### src/rtl/sram_stream_fifo.sv
// Valid/ready stream FIFO over an external 64x144 two-port SRAM with a 2-entry output prefetch buffer.
// Optional watermark flag built only when SRAM_FIFO_WM_EN is defined.
module sram_stream_fifo #(
    parameter int DW    = 144,
    parameter int AW    = 6,
    parameter int DEPTH = 64
) (
    input  logic          clk,
    input  logic          rst,
    input  logic          s_valid,
    output logic          s_ready,
    input  logic [DW-1:0] s_data,
    output logic          m_valid,
    input  logic          m_ready,
    output logic [DW-1:0] m_data,
    output logic [AW+1:0] count,
    output logic          ram_wceb,
    output logic [AW-1:0] ram_waddr,
    output logic [DW-1:0] ram_wdata,
    output logic          ram_rceb,
    output logic [AW-1:0] ram_raddr,
    input  logic [DW-1:0] ram_rdata,
    input  logic [AW+1:0] wm_level,
    output logic          wm_hit
);

    logic [AW-1:0] r_wptr, r_rptr;
    logic [AW:0]   r_ram_cnt;
    logic          r_inflight;
    logic [DW-1:0] r_obuf [2];
    logic [1:0]    r_obuf_cnt;

    logic          w_push, w_pop, w_rd;
    logic [2:0]    w_occ;
    logic [1:0]    w_after_pop;
    logic [AW-1:0] w_wptr_n, w_rptr_n;
    logic [AW:0]   w_ram_cnt_n;
    logic [1:0]    w_obuf_cnt_n;
    logic [DW-1:0] w_obuf0_n, w_obuf1_n;
    logic [AW+1:0] w_count_n;

    assign s_ready   = (r_ram_cnt < (AW+1)'(DEPTH));
    assign m_valid   = (r_obuf_cnt != 2'd0);
    assign m_data    = r_obuf[0];
    assign count     = (AW+2)'(r_ram_cnt) + (AW+2)'(r_inflight) + (AW+2)'(r_obuf_cnt);
    assign ram_wceb  = ~w_push;
    assign ram_waddr = r_wptr;
    assign ram_wdata = s_data;
    assign ram_rceb  = ~w_rd;
    assign ram_raddr = r_rptr;

    assign w_push = s_valid & s_ready & ~rst;
    assign w_pop  = m_valid & m_ready;
    // Entries already held or on their way back, minus the one leaving now, must leave a free slot.
    assign w_occ  = {1'b0, r_obuf_cnt} + {2'b00, r_inflight};
    assign w_rd   = ~rst & (r_ram_cnt != '0) & ((w_occ - {2'b00, w_pop}) < 3'd2);
    assign w_after_pop = r_obuf_cnt - {1'b0, w_pop};

    always_comb begin
        w_wptr_n     = w_push ? ((r_wptr == AW'(DEPTH-1)) ? '0 : r_wptr + 1'b1) : r_wptr;
        w_rptr_n     = w_rd   ? ((r_rptr == AW'(DEPTH-1)) ? '0 : r_rptr + 1'b1) : r_rptr;
        w_ram_cnt_n  = r_ram_cnt + (AW+1)'(w_push) - (AW+1)'(w_rd);
        w_obuf_cnt_n = w_after_pop + {1'b0, r_inflight};
        w_obuf0_n    = r_obuf[0];
        w_obuf1_n    = r_obuf[1];
        // Head shifts only when a second entry exists, so an emptied buffer keeps its last word.
        if (w_pop && r_obuf_cnt == 2'd2)
            w_obuf0_n = r_obuf[1];
        if (r_inflight) begin
            if (w_after_pop == 2'd0)
                w_obuf0_n = ram_rdata;
            else
                w_obuf1_n = ram_rdata;
        end
        w_count_n = (AW+2)'(w_ram_cnt_n) + (AW+2)'(w_rd) + (AW+2)'(w_obuf_cnt_n);
    end

    always_ff @(posedge clk or posedge rst) begin
        if (rst) begin
            r_wptr     <= '0;
            r_rptr     <= '0;
            r_ram_cnt  <= '0;
            r_inflight <= 1'b0;
            r_obuf[0]  <= '0;
            r_obuf[1]  <= '0;
            r_obuf_cnt <= '0;
        end else begin
            r_wptr     <= w_wptr_n;
            r_rptr     <= w_rptr_n;
            r_ram_cnt  <= w_ram_cnt_n;
            r_inflight <= w_rd;
            r_obuf[0]  <= w_obuf0_n;
            r_obuf[1]  <= w_obuf1_n;
            r_obuf_cnt <= w_obuf_cnt_n;
        end
    end

`ifdef SRAM_FIFO_WM_EN
    logic r_wm_hit;
    always_ff @(posedge clk or posedge rst) begin
        if (rst)
            r_wm_hit <= 1'b0;
        else
            r_wm_hit <= (w_count_n >= wm_level);
    end
    assign wm_hit = r_wm_hit;
`else
    logic          w_unused;
    logic [AW+1:0] w_unused_cnt;
    assign w_unused     = ^wm_level;
    assign w_unused_cnt = w_count_n;
    assign wm_hit       = 1'b0;
`endif

endmodule

### config.mk
export PLATFORM = sky130hd
export DESIGN_NAME = sram_stream_fifo
export DESIGN_NICKNAME = d
export VERILOG_FILES = /design/src/rtl/sram_stream_fifo.sv
export SDC_FILE = /design/constraint.sdc
export NUM_CORES = 1
export LEC_CHECK = 0
export BUFFER_PORTS_ARGS = -buffer_cell sky130_fd_sc_hd__buf_4
export CAP_MARGIN = 25
export CORE_AREA = 4 4 236 238
export DETAILED_ROUTE_END_ITERATION = 12
export DIE_AREA = 0 0 240 242
export PLACE_DENSITY = 0.57
export SYNTH_ARGS = -nofsm -noshare
export SYNTH_HDL_FRONTEND = slang
export SYNTH_SLANG_ARGS = --single-unit
export TNS_END_PERCENT = 50
### constraint.sdc
create_clock -name clk -period 19.7 [get_ports clk]
set_clock_uncertainty 0.1 [all_clocks]
set_input_delay 0.985 -clock clk [delete_from_list [all_inputs] [get_ports clk]]
set_output_delay 0.985 -clock clk [all_outputs]
set_load 0.005 [all_outputs]
# After elaboration in Yosys (flattened, before gate mapping)
# Index checks and enable logic that the tools add are counted.
[word_totals]
ff_bits = 310
latchBits = 0
mem_bits_rw = 0
mem_bits_ro = 0
inputBits = 300
output_inout_bits = 313
elab_cells = 41
memories = 0
[op_classes]
addsub = 10
n_mul = 0
n_div = 0
order_cmp = 2
n_eq_ne = 3
n_shift = 0
mux = 5
bitwise_logic = 9
reduce_logical = 5
[op_table]
columns = ["operator", "n"]
rows = [
  ["$mux 144", 3],
  ["$add 6x1->6 const B", 2],
  ["$eq 6x6->1 const B", 2],
  ["$mux 6", 2],
  ["$add 7x1->8", 1],
  ["$add 8x2->8", 1],
  ["$add 7x1->7", 1],
  ["$lt 7x7->1 const B", 1],
  ["$reduce_bool 7->1", 1],
  ["$sub 7x1->7", 1],
  ["$and 1x1->1", 5],
  ["$not 1->1", 4],
  ["$add 2x1->3", 1],
  ["$lt 3x2->1 const B", 1],
  ["$sub 3x1->3", 1],
  ["$add 2x1->2", 1],
  ["$eq 2x2->1 const B", 1],
  ["$logic_not 2->1", 1],
  ["$reduce_and 2->1", 1],
  ["$reduce_bool 2->1", 1],
  ["$sub 2x1->2", 1],
  ["$logic_and 1x1->1", 1],
]

# Depth between registers and ports, before layout
# Gate-level depths: netlist of the first run.
[logic_depth]
ltp_word = 6
ltp_mapped = 16
mapped_depth_nobuf = 16

# Least setup slack after synthesis of the first run
# No wires, ideal clock.
[synth_timing]
kind = "in2reg"
start = "input rst"
end = "register r_ram_cnt[6]"
setup_ns = 0.129
arrival_time_ns = 10.721
required_ns = 19.471
slack_ns = 8.750
cell_stages = 12
n_path_buf = 0
path_cell_list = "inv_1 -> o2111ai_2 -> inv_1 -> nand2_1 -> nand2_1 -> ha_1 -> inv_1 -> fa_1 -> nor2b_1 -> o311a_1 -> or4_1 -> nand3_1"
[synth_via]
elab_chain_len = 4
word_cells_on_any_way = 6
cone_classes = "add/sub (2); bitwise (4)"
[synth_rtl]
columns = ["element", "line", "source"]
rows = [
  ["from (decl)", "9", "input logic rst,"],
  ["$not 1->1", "56", "assign w_rd = ~rst & (r_ram_cnt != '0) & ((w_occ - {2'b00, w_pop}) < 3'd2);"],
  ["$and 1x1->1 (2 in series)", "56", ""],
  ["named net w_rd", "33", "logic w_push, w_pop, w_rd;"],
  ["$sub 7x1->7", "62", "w_ram_cnt_n = r_ram_cnt + (AW+1)'(w_push) - (AW+1)'(w_rd);"],
  ["named net w_ram_cnt_n[6]", "37", "logic [AW:0] w_ram_cnt_n;"],
  ["to (signal assigned)", "90", "r_ram_cnt <= w_ram_cnt_n;"],
  ["to (decl)", "28", "logic [AW:0] r_ram_cnt;"],
]
# The timed path passes the listed nets, and every way through them passes these cells.
# A chain may end at the register's enable or synchronous reset.

# Final worst setup path of the first run
[layout_timing]
start = "register r_obuf_cnt[1]"
end = "register r_ram_cnt[6]"
[layout_via]
elab_chain_len = 6
word_cells_on_any_way = 7
cone_classes = "add/sub (3); order compare (1); bitwise (2); reduce/logical (1)"
[layout_rtl]
columns = ["element", "line", "source"]
rows = [
  ["from (decl)", "31", "logic [1:0] r_obuf_cnt;"],
  ["from (signal assigned)", "94", "r_obuf_cnt <= w_obuf_cnt_n;"],
  ["branches (longest 2 deep; another with $add 2x1->3)", "--", ""],
  ["$sub 3x1->3 *", "56", ""],
  ["$lt 3x2->1 *", "56", ""],
  ["$and 1x1->1 *", "56", ""],
  ["named net w_rd", "33", ""],
  ["$sub 7x1->7 *", "62", ""],
  ["named net w_ram_cnt_n[6]", "37", ""],
]
# Mark *: on every way through the listed nets, which the timed path passes.

==> results.sh, run 1 <==
export IMPL_cpLargestDelayFamily="simple AND/OR/NAND/NOR gates"
export IMPL_drt_pass1_iterations=4
export IMPL_critPathKind="reg -> reg"
export IMPL_coreArea_um2=53600
export IMPL_fmax_ghz=0.242
export IMPL_cts_hold_buf=0
export IMPL_final_layout_size_suffix_gt1_frac=0.362
export IMPL_share_seq_of_total_power=0.398
export IMPL_place_congestion=0.719
export IMPL_multiplexer_share_of_the_synthesized_area=0.197
export IMPL_synthToLayoutAreaGrowth_pct=13.2
export IMPL_layout_cells_non_filler=2101
export IMPL_startpoint_type="flip-flop"
export IMPL_grt_total_usage=0.115
export IMPL_route_detailed_drc=0
export IMPL_worst_tran_pin_value_ns=1.03
export IMPL_hold_viol=0
export IMPL_final_antenna_net_count=0
export IMPL_synth_simple_gate_area_share=0.0487
export IMPL_drv_max_cap_violation_count=0
export IMPL_synth_flop_cell="sky130_fd_sc_hd__dfrtp_1"
export IMPL_post_synthesis_sequential_area_ratio=0.498
export IMPL_postRouteWirelength_um=34600
export IMPL_yosysUniqueCellTypes=40
export IMPL_dp_hpwl_um=23200
export IMPL_dr_total_vias=9279
export IMPL_grt_overflow=0
export IMPL_ios=613
export IMPL_switching_power_mw=0.902
export IMPL_wl_per_cell_um=16.5
export IMPL_timing_final_max_slew_violations=0
export IMPL_grt_setup_unrepaired="false"
export IMPL_post_synth_xor_area_fraction=0.00787
export IMPL_post_cts_setup_buffers=0
export IMPL_grt_antenna_before_repair=0
export IMPL_synthesis_area_um2=15600
export IMPL_fin_nets=1702
export IMPL_tritoncts="yes"
export IMPL_clock_path_buffers=3
export IMPL_critical_path_cell_chain="nand3b_4 > o21ai_1 > nand2_1 > fa_1 > xnor2_1 > o2111ai_2 > inv_1 > nand2_1 > nand2_1 > ha_1 > inv_1 > fa_1 > nor2b_1 > o311a_1 > or4_1 > nand3_1"
export IMPL_holdCritPathClass="reg -> reg"
export IMPL_die_height_um=242
export IMPL_numCtsBuffers=37
export IMPL_async_reset_ff_frac=1.00
export IMPL_critical_path_max_stage_delay_ns=0.55
export IMPL_postSynthCellCount=1368
export IMPL_synth_fa_ha_area_frac=0.0188
export IMPL_synth_warning_count=0
export IMPL_start_util=0.291
export IMPL_wire_length_of_the_first_global_routing_pass_um=54100
export IMPL_final_setup_tns_ns=0
export IMPL_post_route_util=0.329
export IMPL_synth_compound_area_share=0.0598
export IMPL_worstPathBufferInverterCount=2
export IMPL_cp_required_ns=20.00
export IMPL_h_tree_depth=2
export IMPL_comb_power_share=0.362
export IMPL_main_combinational_cell_family_by_area_after_synthesis="multiplexers"
export IMPL_path_max_fanout=19
export IMPL_worst_endpoint_arrival_ns=4.43
export IMPL_die_width_um=240
export IMPL_critPathSlowestCell="sky130_fd_sc_hd__dfrtp_1"
export IMPL_avgSynthCellArea_um2=11.4
export IMPL_design_die_area_um2=58100
export IMPL_final_cycle_utilization_of_the_critical_path=0.210
export IMPL_report_power_total_mw=2.87
export IMPL_p_leak_nw=8.62
export IMPL_port_buffers=315
export IMPL_final_cell_mix="323 x sky130_fd_sc_hd__buf_4, 310 x sky130_fd_sc_hd__dfrtp_1, 165 x sky130_fd_sc_hd__nand2_1"
export IMPL_total_power_per_unit_cell_area_nw_per_um2=163
export IMPL_critical_path_endpoint_type="flip-flop"
export IMPL_share_clk_of_total_power=0.240
export IMPL_grt_max_degree=190
export IMPL_max_slew_margin=0.314
export IMPL_clkTransAtPathRegs_ns=0.06
export IMPL_clock_tree_root_buffer_cell="sky130_fd_sc_hd__clkbuf_16"
export IMPL_vdd_ir_drop_max_uv=75.5
export IMPL_p_sw_frac=0.314
export IMPL_post_route_min_period_ns=4.13
export IMPL_antenna_cells=0
export IMPL_clock_sink_count=310
export IMPL_ctsResizeCount=0
export IMPL_status="finished clean"
export IMPL_cpMostUsedCell="sky130_fd_sc_hd__nand2_1"
export IMPL_viasPerCell=4.42
export IMPL_synth_enable_flop_cells=0
export IMPL_p_int_mw=1.97
export IMPL_finalSetupViolCount=0
export IMPL_final_common_cell="sky130_fd_sc_hd__buf_4"
export IMPL_vias_in_the_first_global_route=9624
export IMPL_dr_first_iter_drc_count=328
export IMPL_post_place_cells=2037
export IMPL_yosys_register_bits=310
export IMPL_mappedNetlistNets=1689
export IMPL_insertion_delay_ns=0.53
export IMPL_placementRows=85
final cells by class:
class                           instances  area (µm²)
Clock buffer                           51        1090
Sequential cell                       310        7760
Tap cell                              696         871
Inverter                               22        90.1
Timing Repair Buffer                  326        2490
Fill cell                            5422       36000
Clock inverter                         12         146
Multi-Input combinational cell        684        5190
worst register-to-register path: cells and delay by family, from the launching register on:
| kind | cells | cell delay, ns |
|---|---|---|
| XOR/XNOR | 1 | 0.18 |
| buffers and inverters | 2 | 0.35 |
| flip-flops | 1 | 0.55 |
| AND/OR/NAND/NOR | 7 | 1.06 |
| adder cells (fa/ha/maj) | 3 | 0.94 |
| AO/OA/AOI/OAI | 3 | 0.83 |
routing by layer:
layer | GRT usage | vias up | part of all wire
li1 | - | 4335 | -
met2 | 0.182 | 341 | 0.47
met3 | 0.0476 | 82 | 0.096
met4 | 0.0401 | 0 | 0.027
met1 | 0.140 | 4521 | 0.41
met5 | 0 | - | 0
cells in the mapped netlist, drive strengths merged, types with 2 or more instances:
cell type	n	area, µm²
mux2i	144	1440
nand4	2	12.5
dfrtp	310	7760
and3	2	12.5
inv	22	82.6
fa	4	80.1
nor2b	3	18.8
nor3	2	10.0
clkbuf	20	81.3
a21o	4	30.0
xnor2	11	96.3
a21oi	6	30.0
ha	17	213
nand3	6	30.0
nor2	3	11.3
o31ai	3	22.5
mux2	144	1620
o21ai	153	769
xor2	3	26.3
nand2	165	619
buf	332	2480
through the flow:
stage	worst slack [ns]	area, µm²	hold slack (ns)
6_report	15.57	17600	0.389
5_1_grt	15.16	17600	0.397
3_3_place_gp	15.03	16400	0.373
3_5_place_dp	15.01	16400	0.381
2_1_floorplan	8.75	15600	0.364
4_1_cts	15.44	17600	0.394
power groups by stage:
stage	clock, mW	sequential [mW]	combinational [mW]
floorplan	0	1.10	0.862
global placement	0	1.14	1.03
detailed placement	0	1.16	1.06
CTS	0.718	1.15	1.06
global route	0.744	1.19	1.16
finish	0.688	1.14	1.04
path summary, 6_finish.rpt:
kind                               startpoint            to  slack (ns)  cells after the start
worst max-delay path            r_obuf_cnt[1]  r_ram_cnt[6]       15.57                     16
worst min-delay path                r_obuf[2]     r_obuf[2]        0.39                      1
worst max register to register  r_obuf_cnt[1]  r_ram_cnt[6]       15.57                     16
worst min register to register      r_obuf[2]     r_obuf[2]        0.39                      1
max in group asynchronous                 rst    r_obuf[82]       17.64                      3
min in group asynchronous                 rst   m_data[132]        0.41                      2
cell families after synthesis:
logic type	after synthesis
adder cells (fa/ha/maj)	21
AO/OA/AOI/OAI	172
other	1
buffers and inverters	374
XOR/XNOR	14
AND/OR/NAND/NOR	188
flip-flops	310
multiplexers	288
flip-flops by register name (all words and copies together) (netlist names):
name	flops
r_inflight	1
r_obuf_cnt	2
r_obuf	144
r_ram_cnt	7
m_data	144
ram_waddr	6
ram_raddr	6
Note: power is estimated with default switching activity, not from simulation.
==> run 2: changes to the inputs <==
--- a/config.mk
+++ b/config.mk
@@ -10,7 +10,7 @@
 export CORE_AREA = 4 4 236 238
 export DETAILED_ROUTE_END_ITERATION = 12
 export DIE_AREA = 0 0 240 242
-export PLACE_DENSITY = 0.57
+export PLACE_DENSITY = 0.59
 export SYNTH_ARGS = -nofsm -noshare
 export SYNTH_HDL_FRONTEND = slang
 export SYNTH_SLANG_ARGS = --single-unit
==> constraint.sdc (replaced) <==
create_clock -name clk -period 3.7 [get_ports clk]
set_clock_uncertainty 0.1 [all_clocks]
set_input_delay 0.185 -clock clk [delete_from_list [all_inputs] [get_ports clk]]
set_output_delay 0.185 -clock clk [all_outputs]
set_load 0.005 [all_outputs]
==> results.sh, run 2 (synthesized netlist as in run 1, its figures left out) <==
export IMPL_grt_max_degree=132
export IMPL_viasPerCell=4.37
export IMPL_hold_worst_slack_ns=0.0719
export IMPL_share_clk_of_total_power=0.247
export IMPL_report_power_total_mw=15.8
export IMPL_synthToLayoutAreaGrowth_pct=24.1
export IMPL_timing_final_max_slew_violations=0
export IMPL_drv_max_cap_violation_count=0
export IMPL_vias_in_the_first_global_route=10500
export IMPL_end_of_the_worst_register_to_register_path="r_ram_cnt[6]"
export IMPL_drt_pass1_iterations=4
export IMPL_grt_total_usage=0.121
export IMPL_post_cts_setup_buffers=0
export IMPL_clkTransAtPathRegs_ns=0.05
export IMPL_holdCritPathClass="in -> reg"
export IMPL_worstPathBufferInverterCount=3
export IMPL_p_sw_frac=0.313
export IMPL_dr_first_iter_drc_count=374
export IMPL_critPathKind="reg -> reg"
export IMPL_comb_power_share=0.367
export IMPL_p_leak_nw=9.34
export IMPL_post_route_util=0.361
export IMPL_final_cell_mix="329 x sky130_fd_sc_hd__buf_4, 310 x sky130_fd_sc_hd__dfrtp_1, 163 x sky130_fd_sc_hd__nand2_1"
export IMPL_crit_cells=16
export IMPL_die_width_um=240
export IMPL_fin_nets=1860
export IMPL_dp_hpwl_um=24800
export IMPL_share_seq_of_total_power=0.386
export IMPL_grt_antenna_before_repair=0
export IMPL_clock_sink_count=310
export IMPL_final_antenna_net_count=0
export IMPL_nFillCells=5249
export IMPL_max_slew_margin=0.381
export IMPL_worst_hold_path_endpoint="r_obuf_cnt[0]"
export IMPL_placementRows=85
export IMPL_hold_viol=0
export IMPL_h_tree_depth=2
export IMPL_p_int_mw=10.8
export IMPL_wl_per_cell_um=16.1
export IMPL_total_power_per_unit_cell_area_nw_per_um2=816
export IMPL_post_route_min_period_ns=3.44
export IMPL_critical_path_endpoint_type="flip-flop"
export IMPL_r2r_setup_slack_ns=0.26
export IMPL_switching_power_mw=4.94
export IMPL_status="finished clean"
export IMPL_design_die_area_um2=58100
export IMPL_insertion_delay_ns=0.53
export IMPL_critical_path_reg2reg_startpoint="r_obuf_cnt[0]"
export IMPL_port_buffers=315
export IMPL_path_max_fanout=9
export IMPL_die_height_um=242
export IMPL_worst_hold_startpoint="m_ready"
export IMPL_final_layout_size_suffix_gt1_frac=0.337
export IMPL_critical_path_cell_chain="inv_1 > o21ai_2 > nand2_1 > fa_1 > xnor2_1 > o2111ai_2 > inv_2 > nand2_2 > nand2_2 > ha_4 > inv_2 > fa_1 > nor2b_1 > o311a_1 > or4_1 > nand3_1"
export IMPL_critical_path_max_stage_delay_ns=0.40
export IMPL_coreArea_um2=53600
export IMPL_wire_length_of_the_first_global_routing_pass_um=57500
export IMPL_start_util=0.291
export IMPL_route_detailed_drc=0
export IMPL_numCtsBuffers=38
export IMPL_critPathSlowestCell="sky130_fd_sc_hd__dfrtp_1"
export IMPL_dr_total_vias=9871
export IMPL_place_congestion=0.736
export IMPL_grt_overflow=0
export IMPL_fmax_ghz=0.291
export IMPL_vdd_ir_drop_max_uv=503
export IMPL_reg2regPathDepth=16
export IMPL_antenna_cells=0
export IMPL_worst_tran_pin_value_ns=0.928
export IMPL_ios=613
export IMPL_timing_hold_worst_path_depth=4
export IMPL_final_cycle_utilization_of_the_critical_path=0.929
export IMPL_postRouteWirelength_um=36500
export IMPL_tritoncts="yes"
export IMPL_cpLargestDelayFamily="adder cells"
export IMPL_worst_endpoint_arrival_ns=3.73
export IMPL_worst_setup_path_startpoint="r_obuf_cnt[0]"
export IMPL_startpoint_type="flip-flop"
export IMPL_clock_tree_root_buffer_cell="sky130_fd_sc_hd__clkbuf_16"
export IMPL_clock_path_buffers=3
export IMPL_final_common_cell="sky130_fd_sc_hd__buf_4"
export IMPL_cp_required_ns=3.99
export IMPL_finalSetupViolCount=0
==> run 2: changes by cell type in the layout (fill, tap and decap cells not counted), sizes merged <==
cell,change
dlygate4sd3,+145
buf,+12
clkbuf,+1
bufinv,+3
clkinvlp,-1
==> run 2: power groups by stage <==
stage          clock [mW]  combinational (mW)  sequential, mW
2_1_floorplan           0                4.62            5.85
3_5_place_dp            0                5.74            6.15
5_1_grt              4.19                6.43            6.31
4_1_cts              4.07                5.89            6.10
3_3_place_gp            0                5.59            6.05
6_report             3.90                5.79            6.09
==> run 2: worst max-delay path by stage <==
stage                               to  slack, ns
after floorplan           r_ram_cnt[6]      -3.51
after global placement    r_ram_cnt[6]       0.28
after detailed placement  r_ram_cnt[6]       0.16
after CTS                 r_ram_cnt[6]       0.12
after global routing      r_ram_cnt[6]     -0.007
final                     r_ram_cnt[6]       0.26
==> run 2: cell type report <==
type                       count  area (µm²)  area share
sequential                   310        7760       0.401
multi-input combinational    684        5210       0.270
timing repair buffer         483        4100       0.212
clock buffer                  52        1070      0.0556
tap                          696         871      0.0450
clock inverter                14         230      0.0119
inverter                      22        86.3     0.00447
==> run 2: metal layers <==
layer / track usage / part of all wire / vias to the layer above
li1: - / - / 4646
met3: 0.0438 / 0.088 / 86
met4: 0.0484 / 0.036 / 0
met5: 0.00421 / 0 / -
met2: 0.200 / 0.48 / 364
met1: 0.142 / 0.40 / 4775
==> run 2: worst min-delay path, stage by stage <==
cell                       delay [ns]
sky130_fd_sc_hd__buf_4           0.11
sky130_fd_sc_hd__nand3b_4        0.10
sky130_fd_sc_hd__o21ai_2         0.12
sky130_fd_sc_hd__ha_1            0.14
==> run 2: stage by stage <==
| step | setup WS [ns] | std cells | area, µm² | TNS [ns] |
|---|---|---|---|---|
| after global routing | -0.00739 | 2261 | 19300 | -0.00739 |
| after floorplan | -3.51 | 1368 | 15600 | -282.25 |
| final | 0.261 | 2261 | 19300 | 0 |
| after CTS | 0.124 | 2261 | 19300 | 0 |
| after global placement | 0.284 | 2050 | 16600 | 0 |
| after detailed placement | 0.164 | 2050 | 16600 | 0 |
==> run 2: repair_timing <==
action | 4_1_cts | 5_1_grt
endpoints found under the setup margin | 0 | 1
endpoints found under the hold margin | 294 | 0
hold buffers | 145 | 0
resized for setup | 0 | 1
==> run 3: changes to the inputs <==
--- a/config.mk
+++ b/config.mk
@@ -7,10 +7,10 @@
 export LEC_CHECK = 0
 export BUFFER_PORTS_ARGS = -buffer_cell sky130_fd_sc_hd__buf_4
 export CAP_MARGIN = 25
-export CORE_AREA = 4 4 236 238
+export CORE_MARGIN = 4
+export CORE_UTILIZATION = 30
 export DETAILED_ROUTE_END_ITERATION = 12
-export DIE_AREA = 0 0 240 242
-export PLACE_DENSITY = 0.59
+export PLACE_DENSITY = 0.61
 export SYNTH_ARGS = -nofsm -noshare
 export SYNTH_HDL_FRONTEND = slang
 export SYNTH_SLANG_ARGS = --single-unit
==> results.sh, run 3 (synthesized netlist as in run 1, its figures left out) <==
export IMPL_status="finished clean"
export IMPL_grt_overflow=0
export IMPL_switching_power_mw=4.82
export IMPL_worst_endpoint_arrival_ns=3.74
export IMPL_clock_path_buffers=3
export IMPL_final_cell_mix="327 x sky130_fd_sc_hd__buf_4, 310 x sky130_fd_sc_hd__dfrtp_1, 163 x sky130_fd_sc_hd__nand2_1"
export IMPL_postRouteWirelength_um=35300
export IMPL_share_seq_of_total_power=0.398
export IMPL_synthToLayoutAreaGrowth_pct=22.4
export IMPL_post_place_cells=2028
export IMPL_drv_max_cap_violation_count=0
export IMPL_route_detailed_drc=0
export IMPL_wl_per_cell_um=15.8
export IMPL_critical_path_endpoint_type="flip-flop"
export IMPL_critPathKind="reg -> reg"
export IMPL_worst_tran_pin_value_ns=0.959
export IMPL_vias_in_the_first_global_route=10300
export IMPL_fin_nets=1853
export IMPL_vdd_ir_drop_max_uv=554
export IMPL_fmax_ghz=0.295
export IMPL_coreArea_um2=51400
export IMPL_total_power_per_unit_cell_area_nw_per_um2=803
export IMPL_p_sw_frac=0.315
export IMPL_die_height_um=236
export IMPL_max_slew_margin=0.361
export IMPL_timing_final_max_slew_violations=0
export IMPL_clock_sink_count=310
export IMPL_start_util=0.303
export IMPL_layout_cells_non_filler=2231
export IMPL_viasPerCell=4.40
export IMPL_port_buffers=315
export IMPL_share_clk_of_total_power=0.227
export IMPL_h_tree_depth=2
export IMPL_post_route_util=0.371
export IMPL_final_common_cell="sky130_fd_sc_hd__buf_4"
export IMPL_cp_required_ns=4.05
export IMPL_grt_antenna_before_repair=0
export IMPL_numCtsBuffers=36
export IMPL_comb_power_share=0.375
export IMPL_holdCritPathClass="in -> reg"
export IMPL_die_width_um=236
export IMPL_tritoncts="yes"
export IMPL_nFillCells=4909
export IMPL_dr_first_iter_drc_count=377
export IMPL_ctsResizeCount=0
export IMPL_finalSetupViolCount=0
export IMPL_clkTransAtPathRegs_ns=0.06
export IMPL_cpLargestDelayFamily="simple AND/OR/NAND/NOR gates"
export IMPL_report_power_total_mw=15.3
export IMPL_critPathSlowestCell="sky130_fd_sc_hd__dfrtp_1"
export IMPL_post_dp_cell_area_um2=16500
export IMPL_final_setup_tns_ns=0
export IMPL_layout_cell_area_non_filler_um2=19100
export IMPL_antenna_cells=0
export IMPL_ios=613
export IMPL_dp_hpwl_um=23400
export IMPL_critical_path_cell_chain="nand3b_4 > o21ai_1 > nand2_1 > fa_1 > xnor2_1 > o2111ai_2 > nand2_1 > nand2_2 > ha_4 > inv_2 > fa_1 > nor2b_1 > o311a_1 > or4_1 > nand3_1"
export IMPL_placementRows=83
export IMPL_grt_max_degree=169
export IMPL_worstPathBufferInverterCount=1
export IMPL_p_leak_nw=9.22
export IMPL_final_antenna_net_count=0
export IMPL_hold_viol=0
export IMPL_insertion_delay_ns=0.52
export IMPL_clock_tree_root_buffer_cell="sky130_fd_sc_hd__clkbuf_16"
export IMPL_place_congestion=0.729
export IMPL_grt_total_usage=0.123
export IMPL_drt_pass1_iterations=4
export IMPL_startpoint_type="flip-flop"
export IMPL_post_route_min_period_ns=3.39
export IMPL_wire_length_of_the_first_global_routing_pass_um=56500
export IMPL_grt_setup_unrepaired="false"
export IMPL_final_layout_size_suffix_gt1_frac=0.329
export IMPL_design_die_area_um2=55600
export IMPL_final_cycle_utilization_of_the_critical_path=0.916
export IMPL_dr_total_vias=9809
export IMPL_p_int_mw=10.5
export IMPL_critical_path_max_stage_delay_ns=0.41
export IMPL_path_max_fanout=4
run 3: cell count changes in the layout (fill, tap and decap cells not counted), moves of 2 or more:
cell / delta
sky130_fd_sc_hd__buf_4: -2
sky130_fd_sc_hd__clkinv_4: +2
sky130_fd_sc_hd__clkinv_2: -3
sky130_fd_sc_hd__buf_12: -4
sky130_fd_sc_hd__clkbuf_16: -2
sky130_fd_sc_hd__bufinv_16: -3
sky130_fd_sc_hd__inv_6: -2
run 3: what timing repair did:
action / in CTS / in global routing
hold buffers: 145 / 0
hold endpoints to repair: 301 / 0
setup buffers: 0 / 0
run 3: cell type report:
cell class                 count  area [µm²]  share of cell area
clock inverter                 7         118             0.00617
tap                          680         851              0.0446
clock buffer                  50        1010              0.0532
inverter                      22        86.3             0.00453
multi-input combinational    684        5210               0.273
sequential                   310        7760               0.407
timing repair buffer         478        4030               0.212
run 3: power groups by stage:
stage | registers, mW | logic (mW) | clock network (mW)
floorplan | 5.85 | 4.62 | 0
global placement | 6.03 | 5.53 | 0
detailed placement | 6.16 | 5.70 | 0
CTS | 6.10 | 5.84 | 3.61
global route | 6.30 | 6.35 | 3.73
finish | 6.09 | 5.74 | 3.48
run 3: worst paths after layout:
check | end | slack [ns] | start | depth (start not counted)
setup / recovery | r_ram_cnt[6] | 0.31 | r_obuf_cnt[0] | 15
hold / removal | ram_waddr[1] | 0.13 | s_valid | 4
setup reg to reg | r_ram_cnt[6] | 0.31 | r_obuf_cnt[0] | 15
hold reg to reg | r_obuf[143] | 0.39 | r_obuf[143] | 1
max in group asynchronous | r_obuf[106] | 1.36 | rst | 5
min in group asynchronous | r_ram_cnt[0] | 0.19 | rst | 3
run 3: tightest hold or removal path, delay by kind of cell:
family / cells / cell delay, ns
buffers and inverters: 1 / 0.11
and+or+nand+nor: 3 / 0.41
run 3: metrics by stage:
| step | worst slack [ns] | hold WS, ns |
|---|---|---|
| 3_3_place_gp | 0.427 | 0.177 |
| 3_5_place_dp | 0.304 | 0.178 |
| 6_report | 0.309 | 0.126 |
| 2_1_floorplan | -3.51 | 0.202 |
| 4_1_cts | 0.298 | 0.0880 |
| 5_1_grt | 0.142 | 0.143 |
run 3: routing by layer:
layer  track usage  share of wire  up-vias
met5       0.00519              0        -
met4        0.0509          0.038        0
met3        0.0454          0.082       81
met2         0.200           0.47      345
met1         0.147           0.41     4758
li1              -              -     4625
